$ cat src/rtl/sp_ram_fifo_ctrl_pkg.sv
// Shared sizing for the single-port-RAM FIFO controller; defaults match the 16x8 sync RAM.
`timescale 1ns/1ps
package sp_ram_fifo_ctrl_pkg;
  localparam int FIFO_DATA_W = 8;
  localparam int FIFO_ADDR_W = 4;
  localparam int FIFO_DEPTH  = 2 ** FIFO_ADDR_W;
endpackage

$ cat src/rtl/sp_ram_fifo_ctrl_if.sv
// Push/pop stream bundle for the FIFO controller.
`timescale 1ns/1ps
interface sp_ram_fifo_ctrl_if
  import sp_ram_fifo_ctrl_pkg::*;
#(
  parameter int DATA_W = FIFO_DATA_W
);
  // Handshake: a word moves on a rising edge where valid && ready are both high;
  // valid never depends on ready, and data is stable whenever valid is high.
  logic              s_valid;
  logic              s_ready;
  logic [DATA_W-1:0] s_data;
  logic              m_valid;
  logic              m_ready;
  logic [DATA_W-1:0] m_data;

  modport master (
    output s_valid, s_data, m_ready,
    input  s_ready, m_valid, m_data
  );

  modport slave (
    input  s_valid, s_data, m_ready,
    output s_ready, m_valid, m_data
  );
endinterface

$ cat src/rtl/sp_ram_fifo_ptr.sv
// Write/read pointers and RAM occupancy counter for the single-port FIFO.
`timescale 1ns/1ps
module sp_ram_fifo_ptr #(
  parameter int ADDR_W = 4
) (
  input  logic              clk,
  input  logic              rst_n,
  input  logic              inc_wr_i,
  input  logic              inc_rd_i,
  output logic [ADDR_W-1:0] wr_ptr_o,
  output logic [ADDR_W-1:0] rd_ptr_o,
  output logic [ADDR_W:0]   ram_cnt_o,
  output logic              full_o
);
  localparam logic [ADDR_W:0] DEPTH_L = {1'b1, {ADDR_W{1'b0}}};

  logic [ADDR_W-1:0] wr_ptr_q, wr_ptr_d;
  logic [ADDR_W-1:0] rd_ptr_q, rd_ptr_d;
  logic [ADDR_W:0]   ram_cnt_q, ram_cnt_d;

  always_comb begin
    wr_ptr_d  = wr_ptr_q;
    rd_ptr_d  = rd_ptr_q;
    ram_cnt_d = ram_cnt_q;
    if (inc_wr_i) wr_ptr_d = wr_ptr_q + ADDR_W'(1);
    if (inc_rd_i) rd_ptr_d = rd_ptr_q + ADDR_W'(1);
    case ({inc_wr_i, inc_rd_i})
      2'b10:   ram_cnt_d = ram_cnt_q + (ADDR_W+1)'(1);
      2'b01:   ram_cnt_d = ram_cnt_q - (ADDR_W+1)'(1);
      default: ram_cnt_d = ram_cnt_q;
    endcase
  end

  always_ff @(posedge clk) begin
    if (!rst_n) begin
      wr_ptr_q  <= '0;
      rd_ptr_q  <= '0;
      ram_cnt_q <= '0;
    end else begin
      wr_ptr_q  <= wr_ptr_d;
      rd_ptr_q  <= rd_ptr_d;
      ram_cnt_q <= ram_cnt_d;
    end
  end

  assign wr_ptr_o  = wr_ptr_q;
  assign rd_ptr_o  = rd_ptr_q;
  assign ram_cnt_o = ram_cnt_q;
  assign full_o    = (ram_cnt_q == DEPTH_L);
endmodule

$ cat src/rtl/sp_ram_fifo_ctrl.sv
// FIFO controller sharing one single-port sync RAM between push and pop; reads win the port
// and the RAM's one-cycle read latency is hidden behind a registered output word.
`timescale 1ns/1ps
module sp_ram_fifo_ctrl
  import sp_ram_fifo_ctrl_pkg::*;
#(
  parameter int DATA_W = FIFO_DATA_W,
  parameter int ADDR_W = FIFO_ADDR_W
) (
  input  logic                clk,
  input  logic                rst_n,
  sp_ram_fifo_ctrl_if.slave   bus,
  output logic [ADDR_W:0]     count,
  output logic                full,
  output logic                empty,
  output logic                ram_we,
  output logic [ADDR_W-1:0]   ram_addr,
  output logic [DATA_W-1:0]   ram_din,
  input  logic [DATA_W-1:0]   ram_dout,
  output logic                rd_pend_o
);
  logic [ADDR_W-1:0] wr_ptr;
  logic [ADDR_W-1:0] rd_ptr;
  logic [ADDR_W:0]   ram_cnt;
  logic              rd_go;
  logic              s_ready;
  logic              push;

  logic              rd_pend_q, rd_pend_d;
  logic              m_valid_q, m_valid_d;
  logic [DATA_W-1:0] m_data_q,  m_data_d;

  sp_ram_fifo_ptr #(.ADDR_W(ADDR_W)) u_ptr (
    .clk       (clk),
    .rst_n     (rst_n),
    .inc_wr_i  (push),
    .inc_rd_i  (rd_go),
    .wr_ptr_o  (wr_ptr),
    .rd_ptr_o  (rd_ptr),
    .ram_cnt_o (ram_cnt),
    .full_o    (full)
  );

  // One read in flight at a time, issued only when the output slot will be free to take it.
  assign rd_go   = (ram_cnt != '0) && !rd_pend_q && (!m_valid_q || bus.m_ready);
  assign s_ready = rst_n && !rd_go && !full;
  assign push    = bus.s_valid && s_ready;

  assign ram_we   = push;
  assign ram_addr = rd_go ? rd_ptr : wr_ptr;
  assign ram_din  = bus.s_data;

  always_comb begin
    rd_pend_d = rd_go;
    m_valid_d = m_valid_q;
    m_data_d  = m_data_q;
    if (rd_pend_q) begin
      m_data_d  = ram_dout;
      m_valid_d = 1'b1;
    end else if (m_valid_q && bus.m_ready) begin
      m_valid_d = 1'b0;
    end
  end

  always_ff @(posedge clk) begin
    if (!rst_n) begin
      rd_pend_q <= 1'b0;
      m_valid_q <= 1'b0;
      m_data_q  <= '0;
    end else begin
      rd_pend_q <= rd_pend_d;
      m_valid_q <= m_valid_d;
      m_data_q  <= m_data_d;
    end
  end

  assign bus.s_ready = s_ready;
  assign bus.m_valid = m_valid_q;
  assign bus.m_data  = m_data_q;
  assign count       = ram_cnt + {{ADDR_W{1'b0}}, m_valid_q};
  assign empty       = (count == '0);
  assign rd_pend_o   = rd_pend_q;
endmodule

$ cat src/flat_wrapper.sv
// flat-port wrapper written by rule: the top's interface ports become plain ports
module sp_ram_fifo_ctrl_flat import sp_ram_fifo_ctrl_pkg::*;
#(
  parameter int DATA_W = FIFO_DATA_W,
  parameter int ADDR_W = FIFO_ADDR_W
)
  (clk, rst_n, count, full, empty, ram_we, ram_addr, ram_din, ram_dout, rd_pend_o, bus_s_valid, bus_s_data, bus_m_ready, bus_s_ready, bus_m_valid, bus_m_data);
  sp_ram_fifo_ctrl_if #(.DATA_W(DATA_W)) bus_i ();
  input  logic clk;
  input  logic rst_n;
  output logic [ADDR_W:0] count;
  output logic full;
  output logic empty;
  output logic ram_we;
  output logic [ADDR_W-1:0] ram_addr;
  output logic [DATA_W-1:0] ram_din;
  input  logic [DATA_W-1:0] ram_dout;
  output logic rd_pend_o;
  input wire logic [$bits(bus_i.s_valid)-1:0] bus_s_valid;
  input wire logic [$bits(bus_i.s_data)-1:0] bus_s_data;
  input wire logic [$bits(bus_i.m_ready)-1:0] bus_m_ready;
  output wire logic [$bits(bus_i.s_ready)-1:0] bus_s_ready;
  output wire logic [$bits(bus_i.m_valid)-1:0] bus_m_valid;
  output wire logic [$bits(bus_i.m_data)-1:0] bus_m_data;
  assign bus_i.s_valid = bus_s_valid;
  assign bus_i.s_data = bus_s_data;
  assign bus_i.m_ready = bus_m_ready;
  assign bus_s_ready = bus_i.s_ready;
  assign bus_m_valid = bus_i.m_valid;
  assign bus_m_data = bus_i.m_data;
  sp_ram_fifo_ctrl #(.DATA_W(DATA_W), .ADDR_W(ADDR_W)) u_core (.clk(clk), .rst_n(rst_n), .bus(bus_i), .count(count), .full(full), .empty(empty), .ram_we(ram_we), .ram_addr(ram_addr), .ram_din(ram_din), .ram_dout(ram_dout), .rd_pend_o(rd_pend_o));
endmodule
$ cat config.mk
export PLATFORM = sky130hd
export DESIGN_NAME = sp_ram_fifo_ctrl_flat
export DESIGN_NICKNAME = d
export VERILOG_FILES = /design/src/rtl/sp_ram_fifo_ctrl_pkg.sv /design/src/rtl/sp_ram_fifo_ctrl_if.sv /design/src/rtl/sp_ram_fifo_ptr.sv /design/src/rtl/sp_ram_fifo_ctrl.sv /design/src/flat_wrapper.sv
export SDC_FILE = /design/constraint.sdc
export NUM_CORES = 1
export LEC_CHECK = 0
export BUFFER_PORTS_ARGS = -buffer_cell sky130_fd_sc_hd__buf_2
export CORE_MARGIN = 2
export CORE_UTILIZATION = 40
export CTS_CLUSTER_DIAMETER = 50
export DETAILED_ROUTE_END_ITERATION = 12
export PLACE_DENSITY_LB_ADDON = 0.1
export SLEW_MARGIN = 20
export SYNTH_ARGS = -nofsm -noshare
export SYNTH_HDL_FRONTEND = slang
export SYNTH_HIERARCHICAL = 1
export SYNTH_SLANG_ARGS = --single-unit
$ cat constraint.sdc
create_clock -name clk -period 3.7 [get_ports clk]
set_input_delay 0.185 -clock clk [delete_from_list [all_inputs] [get_ports clk]]
set_output_delay 0.185 -clock clk [all_outputs]
set_load 0.01 [all_outputs]
==> impl_metrics.json <==
{
  "hold_violations": 0,
  "worstMarginPinSlew_ns": 0.442,
  "grt_max_degree": 29,
  "row_count": 21,
  "root_buffer": "clkbuf_4",
  "clock-sinks": 23,
  "syn-num-nets": 163,
  "via_count": 995,
  "p_leak_nw": 0.694,
  "hold_depth": 3,
  "m1WireLength_um": 1130,
  "grt_first_pass_wirelength_um": 3820,
  "fin_crit_ns": 3.04,
  "required_ns": 3.96,
  "cp.arrival_ns": 3.30,
  "drive_above_1_share": 0.319,
  "final_antenna_net_count": 0,
  "antenna_found_initial": 0,
  "die_w_um": 61.9,
  "post_cts_buffers": 0,
  "synth-seq-cells": 23,
  "fin_cells": 206,
  "final_cell_mix": "buf_2, dfxtp_1, mux2i_1, nor2b_1, ha_1",
  "grtUsageTotal": 0.135,
  "die-area_um2": 3830,
  "fin_ws_ns": 0.661,
  "die_h_um": 61.9,
  "finalSetupViolCount": 0,
  "powerDensity_nw_per_um2": 799,
  "dpl.cell_count": 202,
  "crit_chain": "nor3_2 -> a221oi_4 -> buf_4 -> and4bb_2 -> inv_1 -> ha_1 -> xor2_1 -> ha_1 -> a21oi_2 -> xor2_1 -> or3_1 -> a21boi_1",
  "crit_type": "flop to flop",
  "synth_fa_ha_area_frac": 0.0746,
  "routabilityCongestion": 0.753,
  "path_clk_slew_ns": 0.13,
  "tns_ns": 0,
  "drc": 0,
  "total_power_mw": 1.20,
  "vdd_ir_drop_max_v": 0.000234,
  "synth.distinct_cells": 37,
  "final_common_cell": "buf_2",
  "syn_area_per_cell_um2": 9.94,
  "initialDrtViolationCount": 26,
  "cp-end-kind": "flop",
  "fin_crit_sh": 0.821,
  "nets": 189,
  "place_ws_ns": 0.673,
  "critPathLaunchType": "flop",
  "htree_levels": 1,
  "synthSimpleGateAreaFrac": 0.212,
  "drtPass1Iterations": 4,
  "dp_hpwl_um": 1820,
  "synth_top_area_share": 0.343,
  "yosys_warnings": 6,
  "cts_tree": "yes",
  "syn_to_final_growth_pct": 12.4,
  "slowest_delay_ns": 0.62,
  "fin_area_um2": 1510,
  "synth_area_leaders": "dfxtp_1, mux2i_1, ha_1",
  "fin_util": 0.459,
  "routed-wl-met3_um": 127,
  "hold_ws_ns": 0.129,
  "fin_skew_ns": 0.00516,
  "status": "finished clean",
  "reg2reg_slack_ns": 0.66,
  "synthMuxAreaShare": 0.123,
  "core_area_um2": 3280,
  "post-synth-top-area-cell": "dfxtp_1",
  "place_area_um2": 1480,
  "via_per_inst": 4.83,
  "routed_wl_um": 2490,
  "rr_worst_depth": 12,
  "relSlewSlack": 0.705,
  "synthXorXnorAreaFrac": 0.0849,
  "wl_per_cell_um": 12.1,
  "cp_max_fo": 13,
  "diodes": 0,
  "critPathTopFamily": "simple AND/OR/NAND/NOR gates",
  "slowest_stage": "dfxtp_1",
  "clkLatencyLatePin_ns": 0.31,
  "cts_buffers": 3,
  "ys_seq_area_frac": 0.343,
  "hold_class": "input pin to flop",
  "cap_violations": 0,
  "drv_slew": 0,
  "synth_compound_area_frac": 0.0793,
  "ctsResizeCount": 0,
  "initial_core_util": 0.408,
  "synthCells": 135,
  "cts_hold_buf": 0,
  "fmax_mhz": 329,
  "ctsLongestPathBuffers": 2,
  "dr_wl_met2_um": 1220,
  "grt_pass1_vias": 840,
  "overflow": 0,
  "syn-cell-area_um2": 1340,
  "rsz0062_at_grt": "no",
  "io_buffers": 34,
  "crit_buf_inv": 2,
  "crit_cells": 12,
  "top_layer_used": "met4",
  "synth_top_family_by_area": "simple AND/OR/NAND/NOR gates",
  "ios": 51
}
## Yosys cell counts
library cell / n
dfxtp_1: 23
mux2i_1: 12
nor2b_1: 12
buf_4: 10
ha_1: 8
and2_1: 7
xnor2_1: 7
xor2_1: 6
nand2_1: 5
mux2_2: 4
nor2_1: 4
nand3_1: 3
nor3_1: 3
buf_2: 2
clkbuf_1: 2
inv_1: 2
nand4_1: 2
o211ai_1: 2
o21ai_0: 2
or3_1: 2
a211oi_2: 1
a21boi_1: 1
a21o_1: 1
a21oi_1: 1
a21oi_2: 1
a221oi_4: 1
a31oi_1: 1
and2_2: 1
and4b_2: 1
and4bb_1: 1
and4bb_2: 1
buf_6: 1
nand2b_1: 1
nand4b_1: 1
nor3_2: 1
nor3b_1: 1
o31ai_1: 1
## sequential cells by signal (all words and copies together), names as in the netlist
signal and cells:
u_core/u_ptr/ram_cnt_o 5, u_core/bus.m_data 8, u_core/bus.m_valid 1, u_core/rd_pend_o 1, u_core/u_ptr/rd_ptr_o 4, u_core/u_ptr/wr_ptr_o 4
## layer usage
| layer | global-route usage | up-vias |
|---|---|---|
| li1 | - | 510 |
| met2 | 0.208 | 24 |
| met4 | 0.0547 | 0 |
| met5 | 0 | - |
| met3 | 0.0269 | 2 |
| met1 | 0.185 | 459 |
## area by class of cell
type,count,area (um^2)
multi-input combinational,95,769
inverter,2,7.51
timing repair buffer,36,185
fill,348,1780
tap,46,57.6
clock buffer,3,22.5
clock inverter,1,5.00
sequential,23,460
## cells by family after synthesis
group / count (synthesis)
AO/OA/AOI/OAI: 12
XOR/XNOR: 13
adder cells (fa/ha/maj): 8
buffers and inverters: 17
flip-flops: 23
multiplexers: 16
AND/OR/NAND/NOR: 46
## worst reg2reg max path: stages (launching register included)
cell and delay [ns]:
dfxtp_1 0.62, nor3_2 0.11, a221oi_4 0.25, buf_4 0.23, and4bb_2 0.32, inv_1 0.09, ha_1 0.32, xor2_1 0.18
ha_1 0.22, a21oi_2 0.05, xor2_1 0.16, or3_1 0.31, a21boi_1 0.13
## report_power, final
group          leakage [nW]  switching (mW)  internal [mW]  total [mW]
Clock                0.0177          0.0786         0.0404       0.119
Sequential            0.188          0.0727          0.310       0.382
Combinational         0.488           0.356          0.347       0.704
Total                 0.694           0.508          0.697        1.20
## worst paths after layout
path                                  start                        end
setup / recovery  u_core/u_ptr/ram_cnt_o[2]  u_core/u_ptr/ram_cnt_o[2]
hold / removal                  ram_dout[0]       u_core/bus.m_data[0]
hold reg to reg   u_core/u_ptr/ram_cnt_o[4]  u_core/u_ptr/ram_cnt_o[4]
setup reg to reg  u_core/u_ptr/ram_cnt_o[2]  u_core/u_ptr/ram_cnt_o[2]
No activity file was read; power rests on OpenSTA's default activity.
